**config.mk**
```make
export PLATFORM = sky130hd
export DESIGN_NAME = dac_sample_feeder
export DESIGN_NICKNAME = d
export VERILOG_FILES = /design/src/rtl/dac_sample_feeder.sv
export SDC_FILE = /design/constraint.sdc
export NUM_CORES = 1
export LEC_CHECK = 0
export CORE_MARGIN = 2
export CORE_UTILIZATION = 55
export CTS_CLUSTER_SIZE = 10
export DETAILED_ROUTE_END_ITERATION = 12
export PLACE_DENSITY = 0.76
export SYNTH_ARGS = -nofsm -noshare
export SYNTH_HDL_FRONTEND = slang
export SYNTH_SLANG_ARGS = --single-unit
```
**constraint.sdc**
```tcl
create_clock -name sclk -period 7.3 [get_ports sclk]
set_input_delay 1.46 -clock sclk [delete_from_list [all_inputs] [get_ports sclk]]
set_output_delay 1.46 -clock sclk [all_outputs]
set_load 0.005 [all_outputs]
```
**src/rtl/dac_sample_feeder.sv**
```systemverilog
// -----------------------------------------------------------------------------
// dac_sample_feeder
//
// Upstream feeder for dac_interface. Host-written 8-bit samples are buffered
// in a circular FIFO and paced out at a programmable sample period. Each pacer
// tick that finds the FIFO non-empty pops one sample and issues exactly one
// start/done handshake with the DAC. Ticks that find the FIFO empty, or that
// arrive while a transfer is still in flight, raise sticky flags.
//
// Parameters:
//   DEPTH     FIFO depth in samples (power of two, >= 2)
//   DIV_W     width of the sample-period counter
//
// Ports:
//   sclk       system clock (shared with dac_interface)
//   n_reset    asynchronous active-low reset
//   wr_en      push wr_data into the FIFO this cycle
//   wr_data    sample to push
//   enable     run the sample pacer
//   period     a tick occurs every period+1 enabled cycles
//   clr_flags  clear the sticky flags (a same-cycle set wins)
//   dac_done   one-cycle completion pulse from dac_interface
//   dac_data   sample presented to dac_interface
//   dac_start  one-cycle transfer request
//   full       FIFO holds DEPTH samples
//   empty      FIFO holds no samples
//   count      current FIFO occupancy
//   underrun   sticky: a tick found the FIFO empty
//   late       sticky: a tick arrived while a transfer was busy
// -----------------------------------------------------------------------------
module dac_sample_feeder #(
   parameter int DEPTH = 16,
   parameter int DIV_W = 16
) (
   input  logic                     sclk,
   input  logic                     n_reset,
   input  logic                     wr_en,
   input  logic [7:0]               wr_data,
   input  logic                     enable,
   input  logic [DIV_W-1:0]         period,
   input  logic                     clr_flags,
   input  logic                     dac_done,
   output logic [7:0]               dac_data,
   output logic                     dac_start,
   output logic                     full,
   output logic                     empty,
   output logic [$clog2(DEPTH):0]   count,
   output logic                     underrun,
   output logic                     late
);

   localparam int AW = $clog2(DEPTH);
   localparam logic [AW:0] DEPTH_CNT = (AW+1)'(DEPTH);

   typedef enum logic [1:0] {
      IDLE  = 2'd0,
      ISSUE = 2'd1,
      WAIT  = 2'd2
   } state_t;

   state_t           state;
   state_t           state_nxt;

   logic [7:0]       mem [DEPTH];
   logic [AW-1:0]    wr_ptr;
   logic [AW-1:0]    rd_ptr;
   logic [DIV_W-1:0] cnt;

   logic             tick;
   logic             pop;
   logic             push;

   assign full  = (count == DEPTH_CNT);
   assign empty = (count == '0);

   // Comparing with >= (not ==) means lowering period below the running count
   // still yields a tick on the next cycle instead of waiting for a wrap.
   assign tick = enable && (cnt >= period);

   // empty is the registered occupancy, so a push in the tick cycle cannot
   // satisfy that tick.
   assign pop  = tick && (state == IDLE) && !empty;

   // A full FIFO still accepts a push when the head leaves in the same cycle.
   assign push = wr_en && (!full || pop);

   // Sample storage carries no reset; discarding contents on reset is done
   // by clearing the pointers and occupancy.
   always_ff @(posedge sclk) begin
      if (push) begin
         mem[wr_ptr] <= wr_data;
      end
   end

   always_ff @(posedge sclk or negedge n_reset) begin
      if (!n_reset) begin
         wr_ptr <= '0;
         rd_ptr <= '0;
         count  <= '0;
      end else begin
         if (push) begin
            wr_ptr <= wr_ptr + 1'b1;
         end
         if (pop) begin
            rd_ptr <= rd_ptr + 1'b1;
         end
         case ({push, pop})
            2'b10:   count <= count + 1'b1;
            2'b01:   count <= count - 1'b1;
            default: count <= count;
         endcase
      end
   end

   always_ff @(posedge sclk or negedge n_reset) begin
      if (!n_reset) begin
         cnt <= '0;
      end else if (!enable || tick) begin
         cnt <= '0;
      end else begin
         cnt <= cnt + 1'b1;
      end
   end

   // dac_data only moves on a pop, so it is held from dac_start to dac_done.
   always_ff @(posedge sclk or negedge n_reset) begin
      if (!n_reset) begin
         dac_data <= '0;
      end else if (pop) begin
         dac_data <= mem[rd_ptr];
      end
   end

   always_ff @(posedge sclk or negedge n_reset) begin
      if (!n_reset) begin
         state <= IDLE;
      end else begin
         state <= state_nxt;
      end
   end

   always_comb begin
      state_nxt = state;
      dac_start = 1'b0;
      case (state)
         IDLE: begin
            if (pop) begin
               state_nxt = ISSUE;
            end
         end
         ISSUE: begin
            dac_start = 1'b1;
            state_nxt = WAIT;
         end
         WAIT: begin
            if (dac_done) begin
               state_nxt = IDLE;
            end
         end
         default: begin
            state_nxt = IDLE;
         end
      endcase
   end

   // Sticky flags: a set condition in the same cycle as clr_flags wins.
   always_ff @(posedge sclk or negedge n_reset) begin
      if (!n_reset) begin
         underrun <= 1'b0;
         late     <= 1'b0;
      end else begin
         if (tick && (state == IDLE) && empty) begin
            underrun <= 1'b1;
         end else if (clr_flags) begin
            underrun <= 1'b0;
         end
         if (tick && (state != IDLE)) begin
            late <= 1'b1;
         end else if (clr_flags) begin
            late <= 1'b0;
         end
      end
   end

endmodule
```
==> results.yml, run 1 <==
worst_setup_path:
  path_cells: "clkdlybuf4s50_1 -> inv_1 -> ha_1 -> a21o_1 -> a21o_1 -> a2111o_1 -> o31ai_2 -> or3_1 -> inv_2 -> ha_1 -> nor2b_1 -> o21ai_0 -> nand2b_1 -> nor4_1 -> a31oi_1 -> o211ai_1"
  reg2reg_to: "count[4]"
  crit_path_end_kind: "flop"
  r2r_start: "cnt[13]"
  cp.arrival_ps: 5500
  cp-start-kind: "input port"
  crit_buf_inv: 3
  r2r_cells: 14
  cp.required_ps: 7640
  crit_type: "input port to flop"
  crit_slowest_cell: "o31ai_2"
  slowest_delay_ps: 770
  rrSetupSlack_ps: 3230
  crit_family: "compound AO/OA/AOI/OAI gates"
  cp_max_fo: 11
power:
  clkPwrFrac: 0.372
  cellInternalPower_mw: 1.82
  p_leak_nw: 3.11
  vdd_drop_max_mv: 0.161
  p_sw_mw: 0.626
  powerDensity_nw_per_um2: 287
  power_frac_seq: 0.489
  combinationalPowerShare: 0.139
  switching_share: 0.256
placed_design:
  hpwl_um: 8640
  io_buffer_count: 47
  finalWeightedCongestion: 0.771
floorplan:
  dieHeight_um: 119
  ioPinCount: 48
  core_um2: 12800
  rows: 41
  die_x_um: 119
  die_area_um2: 14100
  start_util: 0.568
yosys:
  synth_nets: 487
  yosysWarnings: 0
  synth_area_per_cell_um2: 16.8
  synth_cell_type_count: 44
  ys.flop_type: "edfxtp_1"
  syn_area_um2: 7260
  synth_edf_count: 128
  ys_seq_elements: 169
  synthCells: 431
  async_flop_share: 0.243
  ys_seq_area_frac: 0.671
clock_tree:
  cts_setup_buffers: 0
  cts.sinks: 169
  cts.clk_slew.worst_paths_ps: 70
  cts_buffers: 17
  cts_hold_buf: 0
  ctsResizeCount: 0
  htree_levels: 4
  clock_latency_ps: 430
  cts_tree: "done"
  clockBufferDepth: 2
  ctsRootBufferMaster: "clkbuf_16"
routing:
  drtPass1Iterations: 4
  drcViolationCount: 0
  final_antenna_net_count: 0
  route.vias.total: 3853
  routed_wl_um: 13600
  drt-vias-per-instance: 5.74
  drt_iter0_markers: 324
  wl_per_cell_um: 20.3
flow_run:
  cap_violations: 0
grt:
  grt_usage: 0.208
  antenna_found_initial: 0
  grt_pass1_vias: 3965
  grt_pass1_wl_um: 21700
  grt_max_degree: 42
  grt_overflow: 0
finish:
  fin_nets: 542
  drive_gt1_frac: 0.190
  areaGrowthSynthToFinish_pct: 17.3
  n_antenna_cell: 0
  ff_latch_area_um2: 4870
  multi_input_area_um2: 2220
  fillers: 865
timing:
  period_needed_ps: 5160
  rsz0062_at_grt: "false"
  finalMaxSlewViolations: 0
  fin_crit_sh: 0.707
  max_clock_freq_ghz: 0.194
  tns_ps: 0
  skew_ps: 11.9
  hold_ws_ps: 511
  relSlewSlack: 0.369
  setup_viol: 0
  worst_pin_slew_ps: 943
  hold_viol: 0
hold_path:
  hold_start: "dac_data[0]"
  min_to: "dac_data[0]"
  hold_depth: 1
  min_path_type: "flop to flop"
status:
  status: "completed"
==> per-layer routing <==
layer	vias to the layer above	global-route usage	routed length, µm
met1	1952	0.273	5680
met3	18	0.0445	776
met5	-	0	0
li1	1758	-	-
met2	125	0.351	6930
met4	0	0.0685	223
==> registers in the layout, summed over array words and instances (netlist names) <==
register,count
rd_ptr,4
state,2
dac_data,8
mem,128
count,5
late,1
wr_ptr,4
underrun,1
cnt,16
==> power groups by stage <==
| stage | Sequential (mW) | Clock (mW) | Combinational [mW] |
|---|---|---|---|
| global placement | 1.21 | 0 | 0.332 |
| global route | 1.20 | 0.956 | 0.378 |
| detailed placement | 1.21 | 0 | 0.343 |
| CTS | 1.20 | 0.925 | 0.348 |
| finish | 1.19 | 0.909 | 0.341 |
| floorplan | 1.19 | 0 | 0.223 |
==> per-stage QoR <==
stage          power, mW  setup WS [ps]  std cells   util  cell area [µm²]
3_3_place_gp        1.54           1900        639  0.619             7910
5_1_grt             2.54           1830        671  0.666             8510
2_1_floorplan       1.41           3020        431      -             7260
3_5_place_dp        1.56           1780        639  0.619             7910
6_report            2.44           2140        671  0.666             8510
4_1_cts             2.47           2170        671  0.666             8510
==> worst max path at each step <==
stage	from	to	slack, ps	cells after the start
2_1_floorplan	period[13]	count[4]	3020	15
3_3_place_gp	period[13]	count[4]	1900	16
3_5_place_dp	period[13]	count[4]	1780	16
4_1_cts	period[13]	count[4]	2170	16
5_1_grt	period[13]	count[4]	1830	16
6_report	period[13]	count[4]	2140	16
==> worst register-to-register path: stages (launching register included) <==
cell and delay (ps):
dfrtp_1 430, ha_1 310, a21o_1 180, a21o_1 160
a2111o_1 470, o31ai_2 770, or3_1 270, inv_2 70
ha_1 310, nor2b_1 140, o21ai_0 160, nand2b_1 160
nor4_1 260, a31oi_1 90, o211ai_1 200
==> cells in the final DEF, fill, tap and decap left out, types with 10 or more instances in the layout <==
cell             instances
ha_1                    25
xor2_1                  13
clkdlybuf4s50_1         46
nand2_1                 12
nand3_1                 14
mux4_2                  40
inv_1                   23
edfxtp_1               128
xnor2_1                 10
nor2_1                  35
clkbuf_16               17
dfrtp_1                 39
==> cell usage after synthesis (2+ instances only) <==
| master | instances | area [µm²] |
|---|---|---|
| or3_1 | 3 | 18.8 |
| nor2_1 | 35 | 131 |
| and3_1 | 6 | 37.5 |
| edfxtp_1 | 128 | 3840 |
| mux4_2 | 40 | 901 |
| o211ai_1 | 2 | 15.0 |
| nor3b_1 | 2 | 15.0 |
| nand2b_1 | 4 | 25.0 |
| buf_2 | 3 | 15.0 |
| nor2b_1 | 2 | 12.5 |
| nor3_1 | 6 | 30.0 |
| clkbuf_1 | 7 | 26.3 |
| a21oi_1 | 6 | 30.0 |
| xnor2_1 | 10 | 87.6 |
| o21ai_0 | 5 | 25.0 |
| a21o_1 | 5 | 37.5 |
| nand2_1 | 12 | 45.0 |
| mux2_2 | 4 | 45.0 |
| inv_1 | 23 | 86.3 |
| mux2_4 | 6 | 90.1 |
| buf_1 | 4 | 15.0 |
| nand3_1 | 14 | 70.1 |
| nor4_1 | 2 | 12.5 |
| xor2_1 | 13 | 114 |
| ha_1 | 25 | 313 |
| dfrtp_1 | 41 | 1030 |
| nand4_1 | 6 | 37.5 |
==> cell type report <==
type / instances / share of cell area
flip-flops and latches: 169 / 0.572
multi-input cells: 222 / 0.261
repair buffers: 52 / 0.0591
clock buffers: 17 / 0.0500
well taps: 172 / 0.0253
clock inverters: 15 / 0.0215
inverters: 24 / 0.0106
==> cells by family after synthesis <==
group / after synthesis / share of synthesized area
XOR/XNOR: 23 / 0.0277
AO/OA/AOI/OAI: 26 / 0.0245
multiplexers: 50 / 0.143
flip-flops: 169 / 0.671
adder cells (fa/ha/maj): 26 / 0.0458
AND/OR/NAND/NOR: 97 / 0.0657
buffers and inverters: 40 / 0.0227
No activity file was read; power rests on OpenSTA's default activity.
==> run 2, diff against run 1 <==
--- a/config.mk
+++ b/config.mk
@@ -6,10 +6,10 @@
 export NUM_CORES = 1
 export LEC_CHECK = 0
 export CORE_MARGIN = 2
-export CORE_UTILIZATION = 55
+export CORE_UTILIZATION = 53
 export CTS_CLUSTER_SIZE = 10
 export DETAILED_ROUTE_END_ITERATION = 12
-export PLACE_DENSITY = 0.76
+export PLACE_DENSITY = 0.77
 export SYNTH_ARGS = -nofsm -noshare
 export SYNTH_HDL_FRONTEND = slang
 export SYNTH_SLANG_ARGS = --single-unit
==> constraint.sdc (replaced) <==
create_clock -name sclk -period 4.7 [get_ports sclk]
set_input_delay 0.94 -clock sclk [delete_from_list [all_inputs] [get_ports sclk]]
set_output_delay 0.94 -clock sclk [all_outputs]
set_load 0.005 [all_outputs]
==> results.yml, run 2 (synthesis gave the netlist of run 1 again) <==
clock_tree:
  cts.clk_slew.worst_paths_ps: 60
  clock_latency_ps: 430
  ctsRootBufferMaster: "clkbuf_16"
  cts.sinks: 169
  clockBufferDepth: 2
  cts_buffers: 17
  htree_levels: 4
  ctsResizeCount: 0
  cts_setup_buffers: 0
  cts_tree: "done"
  cts_hold_buf: 0
grt:
  grt_pass1_vias: 4106
  grt_usage: 0.215
  grt_overflow: 0
  grt_max_degree: 42
  antenna_found_initial: 0
  grt_pass1_wl_um: 22500
flow_run:
  cap_violations: 0
power:
  p_total_mw: 3.82
  powerDensity_nw_per_um2: 442
  vdd_drop_max_mv: 0.355
  p_leak_nw: 3.20
worst_setup_path:
  slowest_delay_ps: 450
  cp.required_ps: 5000
  cp-start-kind: "input port"
  crit_type: "input port to flop"
  crit_slowest_cell: "clkdlybuf4s50_1"
  r2r_start: "cnt[13]"
  rrSetupSlack_ps: 1170
  reg2reg_to: "count[4]"
  cp_max_fo: 5
  cp.arrival_ps: 4420
  path_cells: "clkdlybuf4s50_1 -> inv_1 -> ha_1 -> a21o_1 -> a21o_1 -> a2111o_1 -> o31ai_2 -> or3_1 -> inv_2 -> ha_1 -> nor2b_1 -> o21ai_0 -> nand2b_1 -> or3_1 -> nand3_1 -> o211ai_1"
  crit_path_end_kind: "flop"
  crit_end: "count[4]"
  r2r_cells: 14
  startpoint: "period[13]"
finish:
  layoutNonFillerInstCount: 693
  fillers: 902
  drive_gt1_frac: 0.209
  fin_nets: 560
  top_register: "mem"
  final_util: 0.650
  final_cell_mix: "128 x edfxtp_1, 46 x clkdlybuf4s50_1, 40 x mux4_2"
  layout_commonest_cell: "edfxtp_1"
  largest_registers: "mem (128), cnt (16), dac_data (8)"
  largest_register_ffs: 128
  areaGrowthSynthToFinish_pct: 19.0
  n_antenna_cell: 0
routing:
  final_antenna_net_count: 0
  drcViolationCount: 0
  drt-vias-per-instance: 5.75
  drt_iter0_markers: 287
  wl_per_cell_um: 20.8
  drtPass1Iterations: 4
  route.vias.total: 3987
  routed_wl_um: 14400
floorplan:
  rows: 42
  die_area_um2: 14600
  dieHeight_um: 121
  core_um2: 13300
  ioPinCount: 48
  die_x_um: 121
  start_util: 0.546
placed_design:
  dp_cells: 661
  hpwl_um: 9300
  dp_worst_setup_slack_ps: 174
  io_buffer_count: 47
  finalWeightedCongestion: 0.858
timing:
  fin_crit_sh: 0.877
  tns_ps: 0
  fin_ws_ps: 579
  period_needed_ps: 4120
  rsz0062_at_grt: "false"
  hold_viol: 0
  setup_viol: 0
  skew_ps: 7.82
  worst_pin_slew_ps: 989
  finalMaxSlewViolations: 0
  max_clock_freq_ghz: 0.243
  relSlewSlack: 0.341
hold_path:
  min_path_type: "flop to flop"
status:
  status: "completed"
-- run 2: cell types whose count changed in the layout (fill, tap and decap cells not counted), moves of 2 or more --
cell        before  now
buf_4            5   23
clkbuf_1         0    4
inv_8            4    1
clkinvlp_4       4    2
-- run 2: per-stage QoR --
stage	instance area, µm²	hold slack (ps)
after CTS	8640	515
final	8640	509
after detailed placement	8050	507
after global placement	8050	494
after global routing	8640	527
after floorplan	7260	467
-- run 2: area by class of cell --
class,count,area (µm²),area share
Clock inverter,10,143,0.0165
Clock buffer,22,454,0.0526
Multi-Input combinational cell,222,2220,0.257
Tap cell,176,220,0.0255
Sequential cell,169,4870,0.564
Timing Repair Buffer,70,638,0.0738
Inverter,24,90.1,0.0104
-- run 2: layer usage --
layer | share of wire | wire [µm] | track usage
met5 | 0 | 0 | 0
met1 | 0.41 | 5920 | 0.274
met2 | 0.51 | 7380 | 0.353
met4 | 0.016 | 238 | 0.0763
met3 | 0.063 | 913 | 0.0611
-- run 2: power by group --
part | internal, mW | total, mW | switching [mW]
Clock | 0.854 | 1.40 | 0.551
Combinational | 0.276 | 0.545 | 0.269
Sequential | 1.77 | 1.87 | 0.106
Total | 2.90 | 3.82 | 0.926
-- run 2: critical path: cells and delay by family --
family | cells | cell delay (ps)
fa+ha+maj | 2 | 620
buf+inv | 3 | 570
compound gates | 6 | 1380
simple gates | 5 | 910
-- run 2: how the worst min path moves through the flow --
| stage | cells after the start | slack (ps) | endpoint | start |
|---|---|---|---|---|
| finish | 1 | 510 | cnt[0] | cnt[0] |
| global route | 1 | 530 | cnt[0] | cnt[0] |
| CTS | 1 | 520 | cnt[0] | cnt[0] |
| detailed placement | 1 | 510 | dac_data[7] | dac_data[7] |
| global placement | 1 | 490 | cnt[0] | cnt[0] |
| floorplan | 1 | 470 | cnt[0] | cnt[0] |
